$ cat src/rtl/mips8_shift_seq.sv
// rtl/mips8_shift_seq.sv - multi-cycle one-bit-per-clock shift engine feeding the shift result mux
// Trades the barrel shifter for a data register that steps once per cycle until the count runs out.
module mips8_shift_seq #(
    parameter int WIDTH   = 8,
    parameter int SHAMT_W = 3
) (
    input  logic               clk,
    input  logic               rst,
    input  logic               in_valid,
    output logic               in_ready,
    input  logic [WIDTH-1:0]   in_data,
    input  logic [SHAMT_W-1:0] in_shamt,
    input  logic [1:0]         in_op,
    input  logic               in_arith,
    output logic               out_valid,
    input  logic               out_ready,
    output logic [WIDTH-1:0]   out_data,
    output logic [1:0]         out_sel,
    output logic               busy
);

    typedef enum logic [1:0] {
        ST_IDLE  = 2'd0,
        ST_SHIFT = 2'd1,
        ST_HOLD  = 2'd2
    } state_t;

    localparam logic [1:0] OP_NONE = 2'b00;
    localparam logic [1:0] OP_SLL  = 2'b01;
    localparam logic [1:0] OP_SR   = 2'b10;
    localparam logic [1:0] OP_ROTR = 2'b11;

    state_t             state_q, state_d;
    logic [WIDTH-1:0]   data_q, data_d;
    logic [SHAMT_W-1:0] cnt_q, cnt_d;
    logic [1:0]         op_q, op_d;
    logic               arith_q, arith_d;

    always_ff @(posedge clk or posedge rst) begin
        if (rst) begin
            state_q <= ST_IDLE;
            data_q  <= '0;
            cnt_q   <= '0;
            op_q    <= OP_NONE;
            arith_q <= 1'b0;
        end else begin
            state_q <= state_d;
            data_q  <= data_d;
            cnt_q   <= cnt_d;
            op_q    <= op_d;
            arith_q <= arith_d;
        end
    end

    always_comb begin
        state_d   = state_q;
        data_d    = data_q;
        cnt_d     = cnt_q;
        op_d      = op_q;
        arith_d   = arith_q;
        in_ready  = 1'b0;
        out_valid = 1'b0;

        unique case (state_q)
            ST_IDLE: begin
                in_ready = 1'b1;
                if (in_valid) begin
                    data_d  = in_data;
                    cnt_d   = in_shamt;
                    op_d    = in_op;
                    arith_d = in_arith;
                    // Zero-length work skips SHIFT so the result is ready one edge after accept.
                    if (in_op == OP_NONE || in_shamt == '0)
                        state_d = ST_HOLD;
                    else
                        state_d = ST_SHIFT;
                end
            end
            ST_SHIFT: begin
                unique case (op_q)
                    OP_SLL:  data_d = {data_q[WIDTH-2:0], 1'b0};
                    OP_SR:   data_d = {arith_q & data_q[WIDTH-1], data_q[WIDTH-1:1]};
                    OP_ROTR: data_d = {data_q[0], data_q[WIDTH-1:1]};
                    default: data_d = data_q;
                endcase
                cnt_d = cnt_q - SHAMT_W'(1);
                if (cnt_q == SHAMT_W'(1))
                    state_d = ST_HOLD;
            end
            ST_HOLD: begin
                out_valid = 1'b1;
                if (out_ready)
                    state_d = ST_IDLE;
            end
            default: state_d = ST_IDLE;
        endcase
    end

    assign out_data = data_q;
    assign out_sel  = op_q;
    assign busy     = (state_q != ST_IDLE);

endmodule
$ cat config.mk
export PLATFORM = sky130hd
export DESIGN_NAME = mips8_shift_seq
export DESIGN_NICKNAME = d
export VERILOG_FILES = /design/src/rtl/mips8_shift_seq.sv
export SDC_FILE = /design/constraint.sdc
export NUM_CORES = 1
export LEC_CHECK = 0
export ABC_AREA = 1
export BUFFER_PORTS_ARGS = -buffer_cell sky130_fd_sc_hd__buf_2
export CAP_MARGIN = 20
export CORE_ASPECT_RATIO = 0.6
export CORE_MARGIN = 2
export CORE_UTILIZATION = 50
export CTS_CLUSTER_SIZE = 16
export DETAILED_ROUTE_END_ITERATION = 8
export PLACE_DENSITY = 0.83
export SETUP_SLACK_MARGIN = 0.02
export SYNTH_ARGS = -nofsm -noshare
export SYNTH_HDL_FRONTEND = slang
export SYNTH_SLANG_ARGS = --single-unit
$ cat constraint.sdc
create_clock -name clk -period 1.55 [get_ports clk]
set_input_delay 0.155 -clock clk [delete_from_list [all_inputs] [get_ports clk]]
set_output_delay 0.155 -clock clk [all_outputs]
set_load 0.05 [all_outputs]
-- After elaboration in Yosys (flattened, before gate mapping)
Index checks and enable logic that the tools add are counted.
W data, S select, Z words.
- bits in registers: 16
- input port bits: 18
- output and inout bits: 13
- logic and storage cells: 39
- $add $sub $neg: 1
- equal/unequal tests: 10
- muxes and demuxes: 12
- bitwise logic cells: 1
- reduce and logical (&&, ||, !) cells: 10
- operators by type and width (cell ; number):
    $pmux W8 S3 ; 1
    $pmux W8 S2 ; 1
    $mux W2 ; 4
    $mux W8 ; 1
    $eq A2 B2 Y1 const B ; 3
    $ne A2 B2 Y1 const B ; 3
    $pmux W2 S3 ; 1
    $pmux W3 S2 ; 1
    $reduce_and A3 Y1 ; 2
    $eq A2 B1 Y1 const B ; 2
    $logic_not A2 Y1 ; 2
    $ne A4 B1 Y1 const B ; 1
    $reduce_and A2 Y1 ; 2
    $reduce_bool A2 Y1 ; 2
    $eq A3 B1 Y1 const B ; 1
    $logic_not A3 Y1 ; 1
    $mux W3 ; 1
    $sub A3 B1 Y3 const B ; 1
    $mux W1 ; 2
    $and A1 B1 Y1 ; 1
    $logic_or A1 B1 Y1 ; 1

-- Logic depth before layout (Yosys ltp)
Gate-level depths: netlist of the first run.
- word-level depth: 5
- mapped depth: 10
- depth with buffers taken out: 9

-- Least setup slack after synthesis of the first run
Ideal clock, no wire load.
- path kind: register -> register
- start: reg op_q[0], in the netlist out_sel[0]
- end: reg data_q[3], in the netlist out_data[3]
- library setup time: 0.118 ns
- arrival time: 1.636 ns
- data required time: 1.432 ns
- slack: -0.204 ns
- stages on the path, launching flop included: 11
- buffers on the path: 1
- cells stage by stage: dfrtp_1 inv_1 ha_1 inv_1 nor2_1 nand2_4 nand2_4 buf_6 nor2_1 nand2_1 nand2_1
- word-level cells in the longest chain between the ends: 3
- elaborated cells on any way between the ends: 7
- classes of those cells: eq/ne: 4; mux: 2; reduce/logical: 1
- RTL lines (element ; RTL line ; source):
    start: declaration ; 36 ; logic [1:0] op_q, op_d;
    start signal: assignment ; 50 ; op_q <= op_d;
    $eq A2 B2 Y1 / $eq A2 B1 Y1 (equally long branches) ; 80 ; unique case (op_q)
    $pmux W8 S3 / $ne A4 B1 Y1 (equally long branches) ; -- ;
    $pmux W8 S2 / $reduce_and A3 Y1 (equally long branches) ; -- ;
    end signal: assignment ; 48 ; data_q <= data_d;
    end: declaration ; 34 ; logic [WIDTH-1:0] data_q, data_d;
Parallel ways exist; a longest one is shown, timed or not.
A chain may end at the register's enable or synchronous reset.

-- Worst setup path after layout of the first run
- start: reg state_q[0]
- end: out in_ready
- word-level cells in the longest chain between the ends: 2
- RTL lines (element ; RTL line ; source):
    start: declaration ; 33 ; state_t state_q, state_d;
    start signal: assignment ; 47 ; state_q <= state_d;
    $logic_not A2 Y1 ; 64 ; unique case (state_q)
    $mux W1 ; 64 ;
    end: declaration ; 10 ; output logic in_ready,
No other way between the ends.

==> results of run 1 <==
==> repair_timing <==
action / in CTS / in global routing
buffers inserted: 2 / 1
cloned: 0 / 0
endpoints found under the setup margin: 4 / 8
hold buffers: 1 / 0
endpoints found under the hold margin: 16 / 0
resized for setup: 0 / 3
pin swaps: 1 / 0
==> cell usage in the layout (no fill, tap or decap), types with 2 or more instances in the layout <==
master,netlist,layout
dfrtp_2,0,3
ha_1,5,4
buf_4,0,4
clkbuf_4,0,3
o21ai_0,4,4
buf_2,0,30
nor2_1,22,20
nor2_2,5,5
nor2_4,0,2
o21ai_1,4,4
dfrtp_1,16,13
inv_1,17,16
inv_2,2,3
nand2_1,55,55
a21oi_1,2,2
nand3_1,16,16
==> cells in the mapped netlist <==
cell type   n  share of area
nand2_2     1         0.0057
o21a_4      1          0.014
o21ai_0     4          0.018
nor2_8      1          0.018
o211ai_1    1         0.0068
a21oi_1     2         0.0091
inv_1      17          0.058
nor2_1     22          0.075
or2_2       1         0.0057
o21ai_1     4          0.018
inv_2       2         0.0068
xnor2_1     1         0.0080
nand2_1    55           0.19
nand3_1    16          0.073
dfrtp_1    16           0.36
nor2_2      5          0.028
nand4_1     1         0.0057
ha_1        5          0.057
buf_6       2          0.020
nand2_4     2          0.020
==> worst paths after layout <==
kind	slack (ps)	startpoint	endpoint
min	90	in_arith	arith_q
min in group asynchronous	470	rst	arith_q
max reg2reg	120	out_sel[1]	out_data[1]
min reg2reg	510	arith_q	arith_q
max	90	state_q[0]	in_ready
max in group asynchronous	630	rst	state_q[1]
==> through the flow <==
step / worst slack (ps) / instances / instance area, sq um / utilization
floorplan: 28.6 / 159 / 1120 / -
CTS: 55.8 / 225 / 1340 / 0.634
global route: 24.7 / 226 / 1360 / 0.644
finish: 88.4 / 226 / 1360 / 0.644
global placement: 131 / 218 / 1290 / 0.610
detailed placement: 8.74 / 218 / 1290 / 0.610
==> final cells by class <==
| cell class | instances | area, sq um | share of cell area |
|---|---|---|---|
| sequential | 16 | 404 | 0.297 |
| tap | 30 | 37.5 | 0.0276 |
| multi-input combinational | 122 | 632 | 0.464 |
| timing repair buffer | 35 | 190 | 0.140 |
| inverter | 19 | 71.3 | 0.0524 |
| clock buffer | 4 | 26.3 | 0.0193 |
==> worst max-delay path: stages, from the launching register on <==
cell,delay [ps]
dfrtp_1,410
buf_4,170
nor2_4,150
buf_2,280
==> registers in the layout (all words and copies together) (netlist names) <==
| register | flops |
|---|---|
| out_data | 8 |
| cnt_q | 3 |
| out_sel | 2 |
| state_q | 2 |
| arith_q | 1 |
==> cell families (layout without fill, tap and decap cells) <==
group                    after synthesis  after routing  synth area share
AND/OR/NAND/NOR                      104            104             0.420
XOR/XNOR                               1              1           0.00797
flip-flops                            16             16             0.364
buffers and inverters                 21             58            0.0853
AO/OA/AOI/OAI                         12             12            0.0660
adder cells (fa/ha/maj)                5              5            0.0569
==> layer usage <==
metal / wire, um / GRT usage / up-vias
met5: 0 / 0 / -
met4: 8 / 0.0532 / 0
met3: 163 / 0.0815 / 2
met2: 1330 / 0.380 / 29
met1: 1240 / 0.272 / 530
li1: - / - / 568
==> metrics.txt, run 1 <==
Initial Util=0.520; Antenna Nets Post-Route=0; Core Area=2110 sq um; Area Growth Syn to Fin=23.8%; worst hold path class=in2reg; WL/cell=between 10 and 15 um; largest net degree at the start of global routing=19; pins over their slew limit=0; Unique masters post-synth=20; drt total wl=roughly 2.7 mm; Num Clock Sinks=16; WP data arrival=~1300 ps; FMAX=684 MHz; post-synthesis register bit count=16; status=completed; Worst-Margin Slew=638 ps; vias in the first global route=~940; final hold vios=0; Mapped Cells=159; layout cells sized above 1=0.291; Setup TNS=0 ps; first-pass GRT wire length=a little over 4 mm; via/cell ratio=roughly 5; TritonCTS clock tree=done; Synthesized Nets=182; clock latency on the worst-skew pair=300 ps; Min Hold Slack=91.1 ps; Final nets=220; H-tree depth=1; yosys warns=0; GR Overflow Total=0; Final Setup Violations=0; CP Data Required Time=roughly 1400 ps; worst hold stages=3; die height=40.3 um; Final period util=0.943; DIE WIDTH=around 65 um; Clock transition at path regs=~100 ps; mean post-synth cell area=between 6 and 7 sq um; RSZ-0062 raised after global routing=false; initial antenna violation count=0; Core Rows=13; Crit. End Element=primary output; Netlist Area Pre-Place=approximately 1100 sq um; total die area=2600 sq um; Buffers on Ports=30; number of CTS-inserted buffers=3; crit path kind=reg2out; DR pass1 iterations=4; Final GP Congestion=0.874; sequential area share after synthesis=0.364; DRC Markers=0; initial DRC count=45; Total GRT Usage=0.220; detailed placement HPWL=2.09 mm; antenna cells=0; Slew Limit Headroom=0.574; root buffer cell=clkbuf_4; CP Max Fanout=6; fill cell count=203; clock skew=between 6 and 7 ps; Max Cap Viol=0; vias=between 1000 and 1500; nature of the critical path startpoint=flop; Worst Reg-to-Reg Cells=8; Bufs on Longest Clock Path=2; Ports=31; post-layout min period=between 1000 and 1500 ps
Power of run 1 is left out: the tool's default activity adds up to more than one toggle a clock period on the data nets, which glitch-free logic cannot reach.
==> run 2: changes to the inputs <==
--- a/config.mk
+++ b/config.mk
@@ -9,11 +9,11 @@
 export BUFFER_PORTS_ARGS = -buffer_cell sky130_fd_sc_hd__buf_2
 export CAP_MARGIN = 20
 export CORE_ASPECT_RATIO = 0.6
-export CORE_MARGIN = 2
 export CORE_UTILIZATION = 50
 export CTS_CLUSTER_SIZE = 16
 export DETAILED_ROUTE_END_ITERATION = 8
-export PLACE_DENSITY = 0.83
+export PLACE_DENSITY = 0.8
+export RECOVER_POWER = 50
 export SETUP_SLACK_MARGIN = 0.02
 export SYNTH_ARGS = -nofsm -noshare
 export SYNTH_HDL_FRONTEND = slang
==> run 2 against run 1 <==
Sequential share of layout area decreased by 0.054 points. Largest cell class unchanged. Flip-flop and latch count unchanged. Cell count decreased by 0.88%. Critical endpoint unchanged. Fmax decreased by 0.25%.
==> metrics.txt, run 2 (synthesized netlist as in run 1, its figures left out) <==
Final nets=220 (unchanged); TritonCTS clock tree=done (unchanged); Final period util=0.945 (was 0.943); total die area=2400 sq um (was 2600 sq um); RSZ-0062 raised after global routing=false (unchanged); Initial Util=0.563 (was 0.520); status=completed (unchanged); crit-path leading delay family=buffers and inverters (unchanged); fill cell count=186 (was 203); Crit. End Element=primary output (unchanged); crit path kind=reg2out (unchanged); Max Cap Viol=0 (unchanged); pins over their slew limit=0 (unchanged); WP data arrival=1310 ps (about the same); vias in the first global route=950 (was 941); final hold vios=0 (unchanged); post-layout min period=1470 ps (was 1460 ps); clock latency on the worst-skew pair=300 ps (about the same); via/cell ratio=4.84 (was 5.00); H-tree depth=1 (unchanged); root buffer cell=clkbuf_4 (unchanged); nature of the critical path startpoint=flop (unchanged); initial antenna violation count=0 (unchanged); Slew Limit Headroom=0.587 (was 0.574); detailed placement HPWL=2.06 mm (was 2.09 mm); Multi-input gate area=632 sq um (unchanged); die height=38.3 um (was 40.3 um); most common cell after layout, fill and taps aside=nand2_1 (unchanged); Antenna Nets Post-Route=0 (unchanged); Buffers on Ports=30 (unchanged); Core Rows=12 (was 13); layout cells sized above 1=0.276 (was 0.291); Min Hold Slack=97.4 ps (was 91.1 ps); Bufs on Longest Clock Path=2 (unchanged); number of buffers and inverters on the critical path=2 (unchanged); Register Area=404 sq um (unchanged); Num Clock Sinks=16 (unchanged); Worst-Margin Slew=619 ps (was 638 ps); Core Area=1950 sq um (was 2110 sq um); Clock transition at path regs=90 ps (was 100 ps); clock skew=6.54 ps (was 6.59 ps); Area Growth Syn to Fin=24.0% (was 23.8%); CP Max Fanout=6 (unchanged); CP Data Required Time=1390 ps (about the same); first-pass GRT wire length=4.37 mm (was 4.11 mm); Final GP Congestion=0.863 (was 0.874); largest net degree at the start of global routing=19 (unchanged); DIE WIDTH=62.5 um (was 64.5 um); initial DRC count=66 (was 45); DRC Markers=0 (unchanged); GR Overflow Total=0 (unchanged); DR pass1 iterations=4 (unchanged); CP cell instances=buf_4 -> nor2_4 -> buf_2 (unchanged); Final Setup Violations=0 (unchanged); vias=1085 (was 1129); highest-count cells in the layout ignoring fill and taps=nand2_1 (55), buf_2 (26), nor2_1 (20), inv_1 (16), nand3_1 (16) (was nand2_1 (55), buf_2 (30), nor2_1 (20), inv_1 (16), nand3_1 (16)); Worst path max stage delay=400 ps (was 410 ps); number of CTS-inserted buffers=3 (unchanged); slowest library cell on the worst path=dfrtp_1 (unchanged); Setup TNS=0 ps (unchanged); WL/cell=12.6 um (was 12.1 um); max reg flops=8 (unchanged); Ports=31 (unchanged); Core Util, Final=0.699 (was 0.644); worst hold path class=in2reg (unchanged); Total GRT Usage=0.248 (was 0.220); FMAX=682 MHz (was 684 MHz); drt total wl=2.82 mm (was 2.74 mm); antenna cells=0 (unchanged)
## run 2: cell types whose count changed in the layout (fill, tap and decap cells not counted)
cell | previous run | this run
clkbuf_8 | 0 | 1
clkbuf_1 | 1 | 4
buf_2 | 30 | 26
## run 2: worst paths after layout
kind	start	to	slack, ps	cells past startpoint
min in group asynchronous	rst	out_data[6]	460	3
max in group asynchronous	rst	state_q[1]	650	3
max	state_q[0]	in_ready	80	3
min	in_arith	arith_q	100	3
min reg2reg	arith_q	arith_q	510	2
max reg2reg	out_sel[1]	out_data[5]	100	8
## run 2: final cells by class
class                   count  area share
multi-input cells         122       0.463
repair buffers             35       0.136
flip-flops and latches     16       0.296
clock buffers               4      0.0266
well taps                  28      0.0257
inverters                  19      0.0523
## run 2: timing repair
action / in CTS / in global routing
hold buffers: 1 / 0
endpoints found under the hold margin: 16 / 0
gates resized for setup: 0 / 3
endpoints found under the setup margin: 0 / 8
setup buffers: 0 / 3
## run 2: worst min-delay path, stage by stage
cell,delay (ps)
buf_2,80
nand3_1,70
nand2_1,70
## run 2: metrics by stage
stage               setup WS [ps]  instance area (sq um)  cells
detailed placement           33.7                   1290    216
global placement              113                   1290    216
finish                       84.7                   1360    224
global route                 15.6                   1360    224
floorplan                    28.6                   1120    159
CTS                          26.7                   1330    221
## run 2: per-layer routing
| layer | GRT usage | wire [um] | vias to the layer above |
|---|---|---|---|
| li1 | - | - | 567 |
| met1 | 0.328 | 1370 | 492 |
| met2 | 0.416 | 1300 | 22 |
| met3 | 0.0655 | 121 | 4 |
| met4 | 0.0523 | 20 | 0 |
| met5 | 0 | 0 | - |
Power of run 2 is left out for the same reason.
==> run 3: changes to the inputs <==
--- a/config.mk
+++ b/config.mk
@@ -8,11 +8,10 @@
 export ABC_AREA = 1
 export BUFFER_PORTS_ARGS = -buffer_cell sky130_fd_sc_hd__buf_2
 export CAP_MARGIN = 20
-export CORE_ASPECT_RATIO = 0.6
-export CORE_UTILIZATION = 50
+export CORE_UTILIZATION = 51
 export CTS_CLUSTER_SIZE = 16
 export DETAILED_ROUTE_END_ITERATION = 8
-export PLACE_DENSITY = 0.8
+export PLACE_DENSITY = 0.81
 export RECOVER_POWER = 50
 export SETUP_SLACK_MARGIN = 0.02
 export SYNTH_ARGS = -nofsm -noshare
==> run 3 against run 2 <==
Via count grew 3.0%. Sequential share of layout area shrank 0.39 points. Count of clock-buffer cells in the layout stayed put. Final area is 1.0% higher. Global-route usage fell by 2.7 points. Utilization is 1.1 points lower. Highest routed layer unchanged.
==> metrics.txt, run 3 (synthesized netlist as in run 1, its figures left out) <==
highest-count cells in the layout ignoring fill and taps=nand2_1 (55), buf_2 (28), nor2_1 (20), inv_1 (16), nand3_1 (16) (was nand2_1 (55), buf_2 (26), nor2_1 (20), inv_1 (16), nand3_1 (16)); Num Clock Sinks=16 (unchanged); total die area=2350 sq um (was 2400 sq um); Net Sw Power=0.00199 W; sequential share of power=0.245; Final period util=0.946 (was 0.945); Max IR drop VDD=1750 uV; vias=1118 (was 1085); CP Max Fanout=6 (unchanged); pwr/cell area=around 2600 nW/um^2; WL/cell=11.0 um (was 12.6 um); Clock transition at path regs=100 ps (was 90 ps); final setup margin=83.6 ps (was 84.7 ps); Bufs on Longest Clock Path=2 (unchanged); Final Setup Violations=0 (unchanged); clock share of power=0.081; FMAX=682 MHz (about the same); worst reg2reg path startpoint=out_sel[1] (unchanged); register-to-register setup slack=130 ps (was 100 ps); DIE WIDTH=48.4 um (was 62.5 um); clock latency on the worst-skew pair=290 ps (was 300 ps); crit-path leading delay family=buffers and inverters (unchanged); Register Area=403 sq um (was 404 sq um); Comb pwr share=0.674; initial antenna violation count=0 (unchanged); Worst path max stage delay=410 ps (was 400 ps); initial DRC count=24 (was 66); design area=1380 sq um (was 1360 sq um); RSZ-0062 raised after global routing=true (was false); via/cell ratio=4.95 (was 4.84); Worst Reg-to-Reg Cells=8 (unchanged); Buffers on Ports=30 (unchanged); detailed placement HPWL=1.81 mm (was 2.06 mm); TritonCTS clock tree=done (unchanged); status=completed (unchanged); reg2reg end=out_data[1] (was out_data[5]); H-tree depth=1 (unchanged); Worst-Margin Slew=652 ps (was 619 ps); antenna cells=0 (unchanged); pins over their slew limit=0 (unchanged); P_int=0.00153 W; switch share=0.565; max reg flops=8 (unchanged); CP cell instances=buf_4 -> nor2_4 -> buf_2 (unchanged); Initial Util=0.549 (was 0.563); Ports=31 (unchanged); die height=48.4 um (was 38.3 um); Antenna Nets Post-Route=0 (unchanged); first-pass GRT wire length=4.06 mm (was 4.37 mm); final hold vios=0 (unchanged); Slew Limit Headroom=0.565 (was 0.587); layout cells sized above 1=0.291 (was 0.276); clock skew=0.810 ps (was 6.54 ps); Max Cap Viol=0 (unchanged); Multi-input gate area=623 sq um (was 632 sq um); cell leakage power=0.764 nW; drt total wl=2.49 mm (was 2.82 mm); Area after DPL=1290 sq um (about the same); Core Util, Final=0.688 (was 0.699); number of CTS-inserted buffers=3 (unchanged); DR pass1 iterations=4 (unchanged); WP data arrival=1310 ps (about the same); Setup TNS=0 ps (unchanged); slowest library cell on the worst path=dfrtp_1 (unchanged); worst hold stages=3 (unchanged); DRC Markers=0 (unchanged); most common cell after layout, fill and taps aside=nand2_1 (unchanged); nature of the critical path startpoint=flop (unchanged); hold_sp=in_arith (unchanged); Hold Path End=arith_q (unchanged); crit path kind=reg2out (unchanged); largest net degree at the start of global routing=19 (unchanged); GR Overflow Total=0 (unchanged); Area Growth Syn to Fin=25.3% (was 24.0%); worst hold path class=in2reg (unchanged); root buffer cell=clkbuf_4 (unchanged); Core Rows=16 (was 12); Post-Place Worst Slack=74.2 ps (was 33.7 ps); Finished Layout Cells=226 (was 224); CP Data Required Time=1390 ps (about the same); Crit. End Element=primary output (unchanged); Final GP Congestion=0.941 (was 0.863); Final nets=223 (was 220); Total GRT Usage=0.221 (was 0.248); vias in the first global route=965 (was 950); fill cell count=186 (unchanged); number of buffers and inverters on the critical path=2 (unchanged); Placed Cells=215 (was 216); post-layout min period=1470 ps (about the same); Core Area=2000 sq um (was 1950 sq um)
-- run 3: metal layers --
metal  routed length [um]  share of wire  vias to the layer above  GRT usage
li1                     -              -                      571          -
met1                 1120           0.45                      504      0.265
met2                 1260           0.50                       39      0.399
met3                   85          0.034                        4     0.0283
met4                   34          0.014                        0     0.0882
met5                    0              0                        -          0
-- run 3: worst reg2reg max path: cells and delay by family, from the launching register on --
family	cells	cell delay, ps
adders and majority gates	1	310
DFF	1	450
and+or+nand+nor	6	500
buffers and inverters	1	60
-- run 3: final cells by class --
type	count	share of cell area
flip-flops and latches	16	0.292
clock buffers	4	0.0263
inverters	19	0.0518
well taps	27	0.0245
repair buffers	38	0.153
multi-input cells	122	0.452
-- run 3: how the worst max path moves through the flow --
stage                    start          end  slack (ps)  cells after the start
floorplan           out_sel[0]  out_data[3]          30                     10
global placement    out_sel[1]  out_data[5]         130                      7
detailed placement  out_sel[1]  out_data[1]          70                      7
CTS                 state_q[1]    out_valid          60                      3
global route        out_sel[1]  out_data[0]           6                      8
finish              state_q[0]     in_ready          80                      3
-- run 3: power groups by stage --
| stage | Clock [W] | Combinational [W] | Sequential [W] |
|---|---|---|---|
| after CTS | 0.000292 | 0.00224 | 0.000869 |
| after detailed placement | 0 | 0.00223 | 0.000877 |
| after global placement | 0 | 0.00220 | 0.000869 |
| final | 0.000284 | 0.00237 | 0.000863 |
| after floorplan | 0 | 0.00138 | 0.00130 |
| after global routing | 0.000314 | 0.00261 | 0.000894 |
-- run 3: through the flow --
stage,hold WS (ps),total power [W]
6_report,93.3,0.00352
3_5_place_dp,287,0.00311
4_1_cts,89.5,0.00340
5_1_grt,95.9,0.00382
3_3_place_gp,264,0.00307
2_1_floorplan,68.6,0.00268
-- run 3: repair_timing --
action                                  CTS  global route
hold buffers                              1             0
hold endpoints to repair                 16             0
resized for setup                         0             2
endpoints found under the setup margin    0             6
setup buffers                             0             6
No activity file was read; power rests on OpenSTA's default activity.
